==> src/rtl/fp_mul_iter_unit.sv <==
// Iterative floating-point multiplier: radix-4 Booth significand product, then normalise/round.
// Build option: define FP_MUL_ROUND_EN for round-to-nearest-even; otherwise results are truncated.
module fp_mul_iter_unit #(
  parameter int EXP_W = 8,
  parameter int MAN_W = 23
) (
  input  logic                 clk_i,
  input  logic                 rst_n_i,
  input  logic                 clk_en_i,
  input  logic                 valid_i,
  output logic                 ready_o,
  input  logic [EXP_W+MAN_W:0] multiplier_i,
  input  logic [EXP_W+MAN_W:0] multiplicand_i,
  output logic                 valid_o,
  input  logic                 ready_i,
  output logic [EXP_W+MAN_W:0] result_o,
  output logic                 overflow_o,
  output logic                 underflow_o,
  output logic                 invalid_op_o,
  output logic                 inexact_o
);

  localparam int W  = 1 + EXP_W + MAN_W;
  localparam int SW = MAN_W + 1;
  localparam int N  = (SW + 1) / 2;
  localparam int BW = 2 * N;
  localparam int PW = 2 * SW;
  localparam int XW = EXP_W + 2;
  localparam int CW = $clog2(N + 1);
  localparam logic signed [XW-1:0] BIAS    = XW'((1 << (EXP_W - 1)) - 1);
  localparam logic signed [XW-1:0] EXP_MAX = XW'((1 << EXP_W) - 1);
  localparam logic signed [XW-1:0] EXP_ONE = XW'(1);
`ifdef FP_MUL_ROUND_EN
  localparam logic ROUND_EN = 1'b1;
`else
  localparam logic ROUND_EN = 1'b0;
`endif

  typedef enum logic [1:0] {IDLE, MULT, NORM, DONE} state_t;

  state_t                 r_state, w_stateNext;
  logic [CW-1:0]          r_cnt;
  logic [BW-1:0]          r_mplr;
  logic                   r_bPrev;
  logic [PW-1:0]          r_mcand, r_acc;
  logic                   r_sign;
  logic signed [XW-1:0]   r_exp;
  logic [W-1:0]           r_result;
  logic                   r_ovf, r_unf, r_inv, r_inx;

  logic                   w_sMr, w_sMd, w_sign;
  logic [EXP_W-1:0]       w_eMr, w_eMd;
  logic [MAN_W-1:0]       w_mMr, w_mMd;
  logic                   w_mrZero, w_mrInf, w_mrNan, w_mdZero, w_mdInf, w_mdNan;
  logic                   w_invalid, w_anyInf, w_anyZero, w_special;
  logic [W-1:0]           w_specialRes;
  logic signed [XW-1:0]   w_expSum;
  logic [BW-1:0]          w_mrInit;
  logic [PW-1:0]          w_mdInit, w_accInit, w_pp;

  logic                   w_high, w_guard, w_sticky, w_rndUp, w_carry, w_ovf, w_unf, w_inexact;
  logic [PW-1:0]          w_shifted;
  logic [SW-1:0]          w_kept, w_disc;
  logic [SW:0]            w_rounded;
  logic [MAN_W-1:0]       w_manOut;
  logic signed [XW-1:0]   w_expFinal;
  logic [W-1:0]           w_normRes;

  assign {w_sMr, w_eMr, w_mMr} = multiplier_i;
  assign {w_sMd, w_eMd, w_mMd} = multiplicand_i;
  assign w_sign    = w_sMr ^ w_sMd;
  assign w_mrZero  = (w_eMr == '0);
  assign w_mrInf   = (&w_eMr) & (w_mMr == '0);
  assign w_mrNan   = (&w_eMr) & (w_mMr != '0);
  assign w_mdZero  = (w_eMd == '0);
  assign w_mdInf   = (&w_eMd) & (w_mMd == '0);
  assign w_mdNan   = (&w_eMd) & (w_mMd != '0);
  assign w_invalid = w_mrNan | w_mdNan | (w_mrInf & w_mdZero) | (w_mdInf & w_mrZero);
  assign w_anyInf  = w_mrInf | w_mdInf;
  assign w_anyZero = w_mrZero | w_mdZero;
  assign w_special = w_invalid | w_anyInf | w_anyZero;
  assign w_expSum  = $signed({2'b00, w_eMr}) + $signed({2'b00, w_eMd}) - BIAS;

  always_comb begin
    w_specialRes = {w_sign, {(W-1){1'b0}}};
    if (w_invalid)
      w_specialRes = {1'b0, {EXP_W{1'b1}}, 1'b1, {(MAN_W-1){1'b0}}};
    else if (w_anyInf)
      w_specialRes = {w_sign, {EXP_W{1'b1}}, {MAN_W{1'b0}}};
  end

  // When the recoded window's top bit is a real significand bit, Booth reads it as a sign; pre-add A<<BW to undo that.
  assign w_mrInit  = BW'({1'b1, w_mMr});
  assign w_mdInit  = PW'({1'b1, w_mMd});
  assign w_accInit = w_mrInit[BW-1] ? (w_mdInit << BW) : '0;

  always_comb begin
    w_pp = '0;
    case ({r_mplr[1:0], r_bPrev})
      3'b001, 3'b010: w_pp = r_mcand;
      3'b011:         w_pp = r_mcand << 1;
      3'b100:         w_pp = -(r_mcand << 1);
      3'b101, 3'b110: w_pp = -r_mcand;
      default:        w_pp = '0;
    endcase
  end

  assign w_high     = r_acc[PW-1];
  assign w_shifted  = w_high ? r_acc : (r_acc << 1);
  assign w_kept     = w_shifted[PW-1:SW];
  assign w_disc     = w_shifted[SW-1:0];
  assign w_guard    = w_disc[SW-1];
  assign w_sticky   = |w_disc[SW-2:0];
  assign w_rndUp    = ROUND_EN & w_guard & (w_sticky | w_kept[0]);
  assign w_inexact  = ROUND_EN & (|w_disc);
  assign w_rounded  = {1'b0, w_kept} + {{SW{1'b0}}, w_rndUp};
  assign w_carry    = w_rounded[SW];
  assign w_manOut   = w_carry ? w_rounded[MAN_W:1] : w_rounded[MAN_W-1:0];
  assign w_expFinal = r_exp + {{(XW-1){1'b0}}, w_high} + {{(XW-1){1'b0}}, w_carry};
  assign w_ovf      = (w_expFinal >= EXP_MAX);
  assign w_unf      = (w_expFinal < EXP_ONE);

  always_comb begin
    w_normRes = {r_sign, w_expFinal[EXP_W-1:0], w_manOut};
    if (w_ovf)
      w_normRes = {r_sign, {EXP_W{1'b1}}, {MAN_W{1'b0}}};
    else if (w_unf)
      w_normRes = {r_sign, {(W-1){1'b0}}};
  end

  always_comb begin
    w_stateNext = r_state;
    case (r_state)
      IDLE:    if (valid_i) w_stateNext = w_special ? DONE : MULT;
      MULT:    if (r_cnt == CW'(N - 1)) w_stateNext = NORM;
      NORM:    w_stateNext = DONE;
      DONE:    if (ready_i) w_stateNext = IDLE;
      default: w_stateNext = IDLE;
    endcase
  end

  always_ff @(posedge clk_i or negedge rst_n_i) begin
    if (!rst_n_i)
      r_state <= IDLE;
    else if (clk_en_i)
      r_state <= w_stateNext;
  end

  always_ff @(posedge clk_i or negedge rst_n_i) begin
    if (!rst_n_i) begin
      r_cnt    <= '0;
      r_mplr   <= '0;
      r_bPrev  <= 1'b0;
      r_mcand  <= '0;
      r_acc    <= '0;
      r_sign   <= 1'b0;
      r_exp    <= '0;
      r_result <= '0;
      r_ovf    <= 1'b0;
      r_unf    <= 1'b0;
      r_inv    <= 1'b0;
      r_inx    <= 1'b0;
    end else if (clk_en_i) begin
      case (r_state)
        IDLE: if (valid_i) begin
          r_sign  <= w_sign;
          r_exp   <= w_expSum;
          r_mcand <= w_mdInit;
          r_mplr  <= w_mrInit;
          r_bPrev <= 1'b0;
          r_acc   <= w_accInit;
          r_cnt   <= '0;
          if (w_special) begin
            r_result <= w_specialRes;
            r_ovf    <= 1'b0;
            r_unf    <= 1'b0;
            r_inv    <= w_invalid;
            r_inx    <= 1'b0;
          end
        end
        MULT: begin
          r_acc   <= r_acc + w_pp;
          r_mcand <= r_mcand << 2;
          r_mplr  <= r_mplr >> 2;
          r_bPrev <= r_mplr[1];
          r_cnt   <= r_cnt + 1'b1;
        end
        NORM: begin
          r_result <= w_normRes;
          r_ovf    <= w_ovf;
          r_unf    <= ~w_ovf & w_unf;
          r_inv    <= 1'b0;
          r_inx    <= w_inexact;
        end
        default: ;
      endcase
    end
  end

  assign ready_o      = (r_state == IDLE);
  assign valid_o      = (r_state == DONE);
  assign result_o     = r_result;
  assign overflow_o   = r_ovf;
  assign underflow_o  = r_unf;
  assign invalid_op_o = r_inv;
  assign inexact_o    = r_inx;

endmodule

==> config.mk <==
export PLATFORM = sky130hd
export DESIGN_NAME = fp_mul_iter_unit
export DESIGN_NICKNAME = d
export VERILOG_FILES = /design/src/rtl/fp_mul_iter_unit.sv
export SDC_FILE = /design/constraint.sdc
export NUM_CORES = 1
export LEC_CHECK = 0
export BUFFER_PORTS_ARGS = -buffer_cell sky130_fd_sc_hd__buf_2
export CORE_AREA = 2 2 179 181
export CTS_BUF_LIST = sky130_fd_sc_hd__clkbuf_4 sky130_fd_sc_hd__clkbuf_8
export DETAILED_ROUTE_END_ITERATION = 16
export DIE_AREA = 0 0 181 183
export HOLD_SLACK_MARGIN = 0.1
export PLACE_DENSITY = 0.71
export SYNTH_ARGS = -nofsm -noshare
export SYNTH_HDL_FRONTEND = slang
export SYNTH_SLANG_ARGS = --single-unit
==> constraint.sdc <==
create_clock -name clk_i -period 12.4 [get_ports clk_i]
set_input_delay 1.24 -clock clk_i [delete_from_list [all_inputs] [get_ports clk_i]]
set_output_delay 1.24 -clock clk_i [all_outputs]
set_load 0.1 [all_outputs]
==> impl_metrics.tcl <==
set metrics [dict create \
    postSynthAreaPerCell_um2 7.99 \
    clock_path_buffers 2 \
    track_usage_pct 26.6 \
    synthTopCellsByArea "dfrtp_1 (31%), nand2_1 (7.6%), o21ai_0 (7.4%)" \
    initial_utilization_pct 44.6 \
    synth-main-ff-cell "dfrtp_1" \
    critPathArrivalTime_ns 6.58 \
    place.gp.congestion 0.951 \
    clkSinkCount 173 \
    die_area_um2 33100 \
    synthCells 1744 \
    synth_edf_count 0 \
    regToRegSetupSlack_ns 6.17 \
    wl_per_cell_um 20.4 \
    post_cts_buffers 0 \
    overflow 0 \
    first_global_vias 12700 \
    clock-root-buffer "clkbuf_8" \
    final_util_pct 47.5 \
    wirelength_um 44100 \
    reg2reg_to "r_acc[45]" \
    ys_ff_latch 173 \
    clk_transition_reported_paths_ns 0.10 \
    hold_buffers 0 \
    clk_latency_ns 0.50 \
    antenna_found_initial 2 \
    ys_warn_count 0 \
    ys_types 92 \
    rr_startpoint "r_mcand[0]" \
    slew_viol_final 0 \
    grt_first_pass_wirelength_um 69900 \
    cts_inserted_buffers 17 \
    hold_viol 0 \
    routed_via_density 6.25 \
    reg2regPathDepth 21 \
    dieHeight_um 183 \
    io_pins 107 \
    synth_seq_area_share_pct 31.1 \
    htree_levels 4 \
    dieWidth_um 181 \
    final-setup-viol-count 0 \
    crit_path_end "r_acc[45]" \
    drtIter0Drc 1449 \
    port_buffers 105 \
    first_pass_iters 6 \
    rows 65 \
    synth_area_leader_cell "dfrtp_1" \
    rsz0062_at_grt "false" \
    worst_pin_slew_ns 1.20 \
    nets 1891 \
    fin_crit_sh_pct 50.2 \
    status "finished clean" \
    area_delta_synth_final_pct 6.45 \
    crit_type "flip-flop to flip-flop" \
    final_layout_size_suffix_gt1_share_pct 10.7 \
    start_kind "flip-flop" \
    grt_max_degree 97 \
    num_vias 13500 \
    path_max_fanout 8 \
    synth-async-reset-ratio_pct 100 \
    clock.fmax_mhz 161 \
    core_area_um2 31200 \
    dp_hpwl_um 31600 \
    cts_tree "built" \
    drtAntennaViolNets 0 \
    setup.worst_path.start "r_mcand[0]" \
    drv_cap 0 \
    synth_top_area_share_pct 31.1 \
    ctsResizeCount 0 \
    clock_skew_ns 0.0164 \
    crit_required_ns 12.75 \
    synth_area_um2 13900 \
    slew_headroom_pct 19.2 \
    setup_tns_ns 0 \
    timing.final.crit_period_ns 6.23 \
    drc 0 \
    cp-end-kind "flip-flop" \
    syn_nets 1885 \
    hp-class "flip-flop to flip-flop" \
]
worst min path at each step:
stage / end / startpoint / cells after the start
2_1_floorplan: r_mplr[23] / r_mplr[23] / 1
3_3_place_gp: overflow_o / overflow_o / 2
3_5_place_dp: overflow_o / overflow_o / 2
4_1_cts: result_o[19] / result_o[19] / 2
5_1_grt: result_o[22] / result_o[22] / 2
6_report: result_o[19] / result_o[19] / 2
synthesized netlist by cell type, drive strengths merged (23+ instances only):
cell type    n
nand2      282
o21ai      213
dfrtp      173
nor2       119
a21oi      114
clkbuf     110
ha          70
xnor2       60
mux2i       53
xor2        51
nand3       44
inv         40
a21o        33
nor3        29
a221o       27
a221oi      26
nand4       26
buf         24
a22oi       23
routing by layer:
metal / GRT usage [%] / vias to the layer above / part of all wire, %
li1: - / 6308 / -
met1: 36.4 / 6567 / 45
met2: 40.6 / 573 / 44
met3: 6.29 / 94 / 8.1
met4: 10.6 / 2 / 3.2
met5: 0 / - / 0.029
cell type report:
class                           count  area, um^2
Sequential cell                   173        4330
Fill cell                        3094       16400
Multi-Input combinational cell   1395        8780
Clock buffer                       18         248
Tap cell                          402         503
Antenna cell                        1        2.50
Timing Repair Buffer              123         667
Inverter                           40         150
Clock inverter                     14         144
stage by stage:
step / instances / area (um^2) / setup WS (ns) / hold slack [ns]
2_1_floorplan: 1744 / 13900 / 7.25 / 0.450
3_3_place_gp: 2133 / 14400 / 6.36 / 0.456
3_5_place_dp: 2133 / 14400 / 6.29 / 0.464
4_1_cts: 2165 / 14800 / 6.25 / 0.490
5_1_grt: 2165 / 14800 / 5.75 / 0.514
6_report: 2166 / 14800 / 6.17 / 0.482
placed cells by master, fill, tap and decap left out, drive strengths merged, types with 9 or more instances in the layout:
master  count
a22oi      23
nor3       29
clkbuf     18
mux2i      53
nor2      119
ha         70
dfrtp     173
buf       123
a221oi     26
nand3      44
a21oi     114
inv        49
nand2     282
xor2       51
xnor2      60
o21a       11
nor4       22
o22ai       9
o21ai     213
or3        21
o21bai     13
a221o      27
a31oi      14
nand4      26
and3       12
a21o       33
o221ai     12
cell families after synthesis:
kind of cell	after synthesis	share of synthesized area (%)
multiplexers	53	3.81
adder cells (fa/ha/maj)	72	6.58
other	1	0.0269
flip-flops	173	31.1
XOR/XNOR	111	6.98
AND/OR/NAND/NOR	597	19.8
buffers and inverters	176	6.11
AO/OA/AOI/OAI	561	25.7
critical path: stages (launching register included):
cell and delay, ns:
dfrtp_1 0.42, inv_1 0.12, ha_1 0.23, nor4b_1 0.46
nand4_1 0.39, or3_1 0.48, or3_1 0.38, or3_1 0.39
a21oi_1 0.17, o221ai_1 0.14, o22ai_1 0.23, ha_1 0.34
and2_1 0.19, nor2_1 0.20, o211a_1 0.19, o2111ai_1 0.18
a211o_1 0.37, a221oi_1 0.42, o21ai_1 0.20, a311o_1 0.40
xnor2_1 0.13, mux2i_1 0.08
registers in the layout, summed over array words and instances, names as in the netlist:
register	count
overflow_o	1
r_exp	10
r_bPrev	1
underflow_o	1
invalid_op_o	1
result_o	32
r_acc	48
r_state	2
r_sign	1
r_mcand	48
r_cnt	4
r_mplr	24
Power is not shown: default switching activity piles up to over one toggle a cycle in this logic, so the estimate is an artifact.
